<file path="src/rtl/serial_subtractor.sv">
// serial_subtractor: multi-cycle a - b - bin over WIDTH bits, DIGIT bits per clock,
// with a registered borrow between digits and a start/busy/done handshake.
// Optional feature macro: SERIAL_SUB_SIGNED_EN (signed overflow flag on ovf_o;
// when undefined ovf_o is tied low and no sign-bit capture exists).
module serial_subtractor #(
    parameter int unsigned WIDTH = 8,
    parameter int unsigned DIGIT = 1
) (
    input  logic             clk,
    input  logic             rst,
    input  logic             start_i,
    input  logic [WIDTH-1:0] a_i,
    input  logic [WIDTH-1:0] b_i,
    input  logic             bin_i,
    output logic             busy_o,
    output logic             done_o,
    output logic [WIDTH-1:0] diff_o,
    output logic             bout_o,
    output logic             ovf_o
);

    localparam int unsigned N    = WIDTH / DIGIT;
    localparam int unsigned CntW = $clog2(N + 1);
    localparam logic [CntW-1:0] LastCnt = CntW'(N - 1);

    typedef enum logic [1:0] {StIdle, StRun, StDone} state_e;

    state_e           state_q, state_d;
    logic [WIDTH-1:0] a_q, a_d;
    logic [WIDTH-1:0] b_q, b_d;
    logic [WIDTH-1:0] res_q, res_d;
    logic [WIDTH-1:0] diff_q, diff_d;
    logic [CntW-1:0]  cnt_q, cnt_d;
    logic             borrow_q, borrow_d;
    logic             bout_q, bout_d;
    logic [DIGIT:0]   t;
`ifdef SERIAL_SUB_SIGNED_EN
    logic             a_sign_q, a_sign_d;
    logic             b_sign_q, b_sign_d;
    logic             ovf_q, ovf_d;
`endif

    // Next-state: operand capture, one digit per RUN cycle, publish on the last digit.
    always_comb begin
        state_d  = state_q;
        a_d      = a_q;
        b_d      = b_q;
        res_d    = res_q;
        diff_d   = diff_q;
        cnt_d    = cnt_q;
        borrow_d = borrow_q;
        bout_d   = bout_q;
`ifdef SERIAL_SUB_SIGNED_EN
        a_sign_d = a_sign_q;
        b_sign_d = b_sign_q;
        ovf_d    = ovf_q;
`endif
        // Operands shift right, so the current digit always sits in the low bits.
        t = {1'b0, a_q[DIGIT-1:0]} - {1'b0, b_q[DIGIT-1:0]} - {{DIGIT{1'b0}}, borrow_q};

        unique case (state_q)
            StIdle, StDone: begin
                if (start_i) begin
                    a_d      = a_i;
                    b_d      = b_i;
                    borrow_d = bin_i;
                    cnt_d    = '0;
                    state_d  = StRun;
`ifdef SERIAL_SUB_SIGNED_EN
                    a_sign_d = a_i[WIDTH-1];
                    b_sign_d = b_i[WIDTH-1];
`endif
                end else begin
                    state_d = StIdle;
                end
            end
            StRun: begin
                a_d      = a_q >> DIGIT;
                b_d      = b_q >> DIGIT;
                // Result digits enter at the top so digit 0 ends at the bottom after N shifts.
                res_d    = (res_q >> DIGIT) | (WIDTH'(t[DIGIT-1:0]) << (WIDTH - DIGIT));
                borrow_d = t[DIGIT];
                cnt_d    = cnt_q + CntW'(1);
                if (cnt_q == LastCnt) begin
                    diff_d  = res_d;
                    bout_d  = t[DIGIT];
                    state_d = StDone;
`ifdef SERIAL_SUB_SIGNED_EN
                    ovf_d   = (a_sign_q != b_sign_q) && (res_d[WIDTH-1] != a_sign_q);
`endif
                end
            end
            default: state_d = StIdle;
        endcase
    end

    // State and datapath registers; async reset aborts any operation in flight.
    always_ff @(posedge clk or posedge rst) begin
        if (rst) begin
            state_q  <= StIdle;
            a_q      <= '0;
            b_q      <= '0;
            res_q    <= '0;
            diff_q   <= '0;
            cnt_q    <= '0;
            borrow_q <= 1'b0;
            bout_q   <= 1'b0;
`ifdef SERIAL_SUB_SIGNED_EN
            a_sign_q <= 1'b0;
            b_sign_q <= 1'b0;
            ovf_q    <= 1'b0;
`endif
        end else begin
            state_q  <= state_d;
            a_q      <= a_d;
            b_q      <= b_d;
            res_q    <= res_d;
            diff_q   <= diff_d;
            cnt_q    <= cnt_d;
            borrow_q <= borrow_d;
            bout_q   <= bout_d;
`ifdef SERIAL_SUB_SIGNED_EN
            a_sign_q <= a_sign_d;
            b_sign_q <= b_sign_d;
            ovf_q    <= ovf_d;
`endif
        end
    end

    assign busy_o = (state_q == StRun);
    assign done_o = (state_q == StDone);
    assign diff_o = diff_q;
    assign bout_o = bout_q;
`ifdef SERIAL_SUB_SIGNED_EN
    assign ovf_o  = ovf_q;
`else
    assign ovf_o  = 1'b0;
`endif

endmodule

</file>
<file path="config.mk">
export PLATFORM = sky130hd
export DESIGN_NAME = serial_subtractor
export DESIGN_NICKNAME = d
export VERILOG_FILES = /design/src/rtl/serial_subtractor.sv
export SDC_FILE = /design/constraint.sdc
export NUM_CORES = 1
export LEC_CHECK = 0
export CELL_PAD_IN_SITES_DETAIL_PLACEMENT = 0
export CELL_PAD_IN_SITES_GLOBAL_PLACEMENT = 1
export CORE_MARGIN = 3
export CORE_UTILIZATION = 40
export CTS_BUF_LIST = sky130_fd_sc_hd__clkbuf_8
export DETAILED_ROUTE_END_ITERATION = 7
export GPL_TIMING_DRIVEN = 0
export PLACE_DENSITY = 0.73
export SLEW_MARGIN = 10
export SYNTH_ARGS = -nofsm -noshare
export SYNTH_HDL_FRONTEND = slang
export SYNTH_SLANG_ARGS = --single-unit
</file>
<file path="constraint.sdc">
create_clock -name clk -period 1.8 [get_ports clk]
set_clock_uncertainty 0.1 [all_clocks]
set_input_delay 0.36 -clock clk [delete_from_list [all_inputs] [get_ports clk]]
set_output_delay 0.36 -clock clk [all_outputs]
set_load 0.005 [all_outputs]
</file>
==> results of run 1 <==
## sequential cells by signal, summed over array words and instances, names as in the netlist
name	count
a_q	8
cnt_q	4
diff_o	8
res_q	7
bout_o	1
state_q	2
borrow_q	1
b_q	8
## report_power, final
part	switching (mW)	leakage (nW)	internal [mW]
sequential	0.251	0.475	1.30
combinational	0.601	0.504	0.949
clock	0.290	0.0453	0.265
## cell usage after synthesis
library cell,n,area share
dfrtp_1,39,0.59
a22o_1,18,0.096
mux2_2,15,0.10
a21o_1,14,0.064
buf_2,4,0.012
buf_4,3,0.014
inv_1,3,0.0068
mux2i_1,3,0.018
nand2_1,3,0.0068
nor2b_1,3,0.011
buf_6,2,0.014
a21oi_1,1,0.0030
a221o_1,1,0.0061
conb_1,1,0.0023
fa_1,1,0.012
ha_1,1,0.0076
nand2b_1,1,0.0038
nand4_1,1,0.0038
nor2_1,1,0.0023
nor2_2,1,0.0038
nor2b_2,1,0.0053
nor3_1,1,0.0030
nor3b_2,1,0.0076
o21ai_0,1,0.0030
## worst max path at each step
stage | from | end
after floorplan | cnt_q[0]$_DFFE_PP0P_ | bout_o$_DFFE_PP0P_
after global placement | rst | b_q[7]$_DFFE_PP0P_
after detailed placement | start_i | a_q[0]$_DFFE_PP0P_
after CTS | state_q[1]$_DFFE_PP0P_ | done_o
after global routing | state_q[1]$_DFFE_PP0P_ | done_o
final | state_q[1]$_DFFE_PP0P_ | done_o
## routing by layer
metal | GRT usage | share of wire | vias up | routed length (microns)
li1 | - | - | 507 | -
met1 | 0.1813 | 0.46 | 550 | 1373
met2 | 0.2109 | 0.48 | 21 | 1433
met3 | 0.04604 | 0.044 | 7 | 132
met4 | 0.05106 | 0.016 | 0 | 48
met5 | 0 | 0 | - | 0
## what timing repair did
item                       CTS  global route
buffers inserted             2             1
resized for setup            2             3
setup endpoints to repair    1            19
## logic make-up after synthesis
group                    Yosys count
AND/OR/NAND/NOR                   13
AO/OA/AOI/OAI                     35
other                              1
buffers and inverters             12
adder cells (fa/ha/maj)            2
multiplexers                      18
flip-flops                        39
## area by class of cell
class / count / area share
repair buffers: 33 / 0.1529
flip-flops and latches: 39 / 0.4588
multi-input cells: 69 / 0.2865
well taps: 48 / 0.02824
clock buffers: 5 / 0.03235
inverters: 3 / 0.005294
clock inverters: 3 / 0.007647
plain buffers: 8 / 0.02824
## worst max-delay path: stages, from the launching register on
cell and delay (ns):
dfrtp_1 0.39, nor2b_1 0.14, clkdlybuf4s50_1 0.50
## stage by stage
step	utilization	hold WS, ns	TNS (ns)	worst slack, ns
floorplan	-	0.3496	0	0.3229
global route	0.5559	0.4001	-0.04276	-0.03937
finish	0.5559	0.3791	0	0.03537
CTS	0.5510	0.3816	0	0.02171
detailed placement	0.5252	0.3656	-1.034	-0.2231
global placement	0.5252	0.3585	-15.85	-0.3800
==> run metrics, run 1 <==
status=finished, final reports clean; worst ir drop on vdd=0.7617 mV; hold path depth=1; Avg WL per Cell=14.37 microns; Max-Cap Viols=0; Seq/Total Area, Yosys=0.5918; core area=3826 sq um; final setup fails=0; # nets final=181; area of the die=4929 sq um; adder-cell area share of the yosys netlist=0.01973; min Tclk post-route=1.765 ns; crit start category=flip-flop; Mean Syn Cell Area=13.74 sq um; Worst-Margin Slew=0.7842 ns; area grow syn2layout=28.98%; number of diodes=0; gp weighted congestion=0.7184; r2r setup slk=0.10 ns; TritonCTS clock tree=yes; clk_lat worst skew=0.28 ns; Reg area=975.9 sq um; Fmax=566.7 MHz; largest family of logic cells by synthesized area=compound AO/OA/AOI/OAI gates; H-tree lvl count=2; worst r2r src=state_q[1]$_DFFE_PP0P_; PortBufs=30; post-synthesis cell area=1649 sq um; worst min path class=flip-flop to flip-flop; #FFs+latches synth=39; Slew headroom=0.4764; final worst path period share=0.9803; Hold Path End=a_q[1]$_DFFE_PP0P_; Row Count=22; Worst Hold Launch=a_q[1]$_DFFE_PP0P_; worst-path maximum fanout=2; RSZ-0062 raised after global routing=true; Synth Area in Compound Gates=0.1715; Tot Pwr=3.657 mW; GRT Overall Usage=0.1379; commonest non-fill, non-tap cell in the layout=dfrtp_1; Ys Warns=0; Die H=70.21 microns; Critical Path RT=1.34 ns; Unique masters post-synth=24; final instance area=2127 sq um; clk slew on worst S/H paths=0.07 ns; CTS Buf Count=5; CTS root buffer=clkbuf_8; vias in the first global route=1103; Final ANT Viol Nets=0; DRC=0; syn nets=142; area of the multi-input gates=609.3 sq um; initial antenna violation count=0; FILL cells=332; hpwl dp=2101 microns; Max Root-Sink Buffers=2; Leakage=1.024 nW; total number of vias=1085; chip width=70.21 microns; post-synthesis mux area share=0.1206; final hold violations=0; R2R Path End=diff_o[6]$_DFFE_PP0P_; Sink Count=39; WP data arrival=1.30 ns; simple-gate area share of the yosys netlist=0.04780; final WL=2988 microns; most frequent cells in the layout=39 x dfrtp_1, 29 x clkdlybuf4s50_1, 18 x a22o_1; # hold bufs at CTS=0; Worst setup EP type=output port; placed cell count=198; fraction of layout cells with a size suffix above 1=0.2375; first-pass GRT wire length=5326 microns; Initial DRT Pass Iterations=4; Cell Area, Placed=2009 sq um; Cell Pwr Density=1719 nW/um^2; area share of xor/xnor cells in the synthesized design=0; max-slew violations=0; r2r worst-path depth=6; Initial Util=0.4310; DR iter-0 viols=24; IO Count=32; Via density=5.216; largest net degree at the start of global routing=40; Syn Inst Count=120; grt total ovfl=0; non-filler cells, final=208; Worst Setup Path Type=flip-flop to output port
Power figures use the tool's default switching activity.
==> inputs of run 2 (changes only) <==
--- a/config.mk
+++ b/config.mk
@@ -8,11 +8,11 @@
 export CELL_PAD_IN_SITES_DETAIL_PLACEMENT = 0
 export CELL_PAD_IN_SITES_GLOBAL_PLACEMENT = 1
 export CORE_MARGIN = 3
-export CORE_UTILIZATION = 40
+export CORE_UTILIZATION = 39
 export CTS_BUF_LIST = sky130_fd_sc_hd__clkbuf_8
 export DETAILED_ROUTE_END_ITERATION = 7
 export GPL_TIMING_DRIVEN = 0
-export PLACE_DENSITY = 0.73
+export PLACE_DENSITY = 0.75
 export SLEW_MARGIN = 10
 export SYNTH_ARGS = -nofsm -noshare
 export SYNTH_HDL_FRONTEND = slang
==> constraint.sdc (replaced) <==
create_clock -name clk -period 1.5 [get_ports clk]
set_clock_uncertainty 0.1 [all_clocks]
set_input_delay 0.3 -clock clk [delete_from_list [all_inputs] [get_ports clk]]
set_output_delay 0.3 -clock clk [all_outputs]
set_load 0.005 [all_outputs]
==> run 2 against run 1 <==
Compared with the run above: the run now ends with negative setup slack left; clock power increased by 19%; global-route usage up 1.1 points; die area rose by 2.3%; combinational power up 45%; first-iteration DRC count rose by 92%; sequential share of layout area fell by 3.1 points; sequential power increased by 21%; flip-flop and latch count unchanged; non-clock buffer count increased by 12.
==> run metrics, run 2 (synthesis results as in run 1) <==
status=finished, violations left; failing checks=negative setup slack; Max stage delay on crit path=0.39 ns; worst r2r src=cnt_q[1]$_DFFE_PP0P_; first-pass GRT wire length=5796 microns; worst ir drop on vdd=0.9809 mV; largest net degree at the start of global routing=40; Via density=5.027; RSZ-0062 raised after global routing=true; Critical Path, Cell by Cell=ha_2, nand2_2, nor3b_4, buf_6, mux2_4; PortBufs=30; initial antenna violation count=0; GR Layer Usage met3=0.04972; number of diodes=0; worst min path class=primary input to asynchronous set/reset pin; setup slack after layout=-0.1131 ns; # nets final=193; vias in the first global route=1173; Critical Path RT=1.57 ns; area of the die=5045 sq um; IO Count=32; H-tree lvl count=2; Initial DRT Pass Iterations=2; Sink Count=39; min Tclk post-route=1.613 ns; Final ANT Viol Nets=0; CP delay by family, top=flip-flops; FILL cells=338; final setup fails=9; final instance area=2280 sq um; core area=4029 sq um; CTS Buf Count=5; grt total ovfl=0; setup TNS=-0.9029 ns; CP max-delay cell=dfrtp_1; Worst Setup Path Type=flip-flop to flip-flop; crit start category=flip-flop; DRC=0; chip width=71.03 microns; origin of the worst setup path=cnt_q[1]$_DFFE_PP0P_; Tot Pwr=4.765 mW; gp weighted congestion=0.7008; Slew headroom=0.4590; max-slew violations=0; Initial Util=0.4093; WHS=0.3800 ns; worst-path maximum fanout=5; GRT Max-Usage Layer=met2; Cell Area, Placed=2012 sq um; Row Count=23; CTS root buffer=clkbuf_8; Leakage=1.144 nW; Cell Pwr Density=2090 nW/um^2; Avg WL per Cell=15.58 microns; fraction of layout cells with a size suffix above 1=0.3081; commonest non-fill, non-tap cell in the layout=dfrtp_1; total number of vias=1116; non-filler cells, final=222; WP data arrival=1.69 ns; number of buffers and inverters on the critical path=1; Max-Cap Viols=0; hpwl dp=2145 microns; most frequent cells in the layout=39 x dfrtp_1, 19 x clkdlybuf4s50_1, 18 x a22o_1; clk_lat worst skew=0.29 ns; Max Root-Sink Buffers=2; final WL=3458 microns; Worst-Margin Slew=0.8104 ns; placed cell count=200; clk slew on worst S/H paths=0.07 ns; Fmax=619.9 MHz; TritonCTS clock tree=yes; DR iter-0 viols=46; DP Worst Slack=-0.4361 ns; met1 usage=0.2074; area grow syn2layout=38.24%; fin util=0.5658; met2 Use GR=0.2204; Die H=71.03 microns; final worst path period share=1.075; final hold violations=0; GRT Overall Usage=0.1492; Worst setup EP type=flip-flop
==> run 2: changes by cell type in the layout (fill, tap and decap cells not counted), sizes merged <==
| cell | change |
|---|---|
| buf | +14 |
| clkdlybuf4s50 | -10 |
| clkinvlp | -1 |
| dlygate4sd2 | +8 |
| inv | +1 |
==> run 2: final timing paths <==
kind	to	slack [ns]	cells after the start
max	bout_o$_DFFE_PP0P_	-0.11	5
min	res_q[1]$_DFFE_PP0P_	0.38	2
max reg2reg	bout_o$_DFFE_PP0P_	-0.11	5
min reg2reg	b_q[1]$_DFFE_PP0P_	0.38	1
max in group asynchronous	b_q[7]$_DFFE_PP0P_	0.40	2
min in group clk	b_q[1]$_DFFE_PP0P_	0.38	1
==> run 2: what timing repair did <==
item	in CTS	in global routing
resized for setup	37	10
setup endpoints to repair	31	35
gates cloned	1	0
buffers inserted	6	9
hold buffers	0	0
pin swaps	10	3
==> run 2: routing by layer <==
metal / wire, microns / up-vias
met2: 1690 / 18
met5: 0 / -
met3: 121 / 7
li1: - / 527
met1: 1598 / 564
met4: 47 / 0
==> run 2: power by group <==
| part | switching, mW | internal (mW) | leakage, nW | total [mW] |
|---|---|---|---|---|
| logic | 0.852 | 1.38 | 0.619 | 2.24 |
| clock network | 0.348 | 0.312 | 0.0505 | 0.660 |
| registers | 0.308 | 1.56 | 0.475 | 1.87 |
==> run 2: cell type report <==
type                    instances  area, sq um  area share
flip-flops and latches         39        975.9      0.4281
clock inverters                 3        12.51    0.005488
multi-input cells              69        655.6      0.2876
repair buffers                 46        420.4      0.1844
well taps                      50        62.56     0.02744
inverters                       3        11.26    0.004940
clock buffers                   5        68.82     0.03019
plain buffers                   7        72.57     0.03183
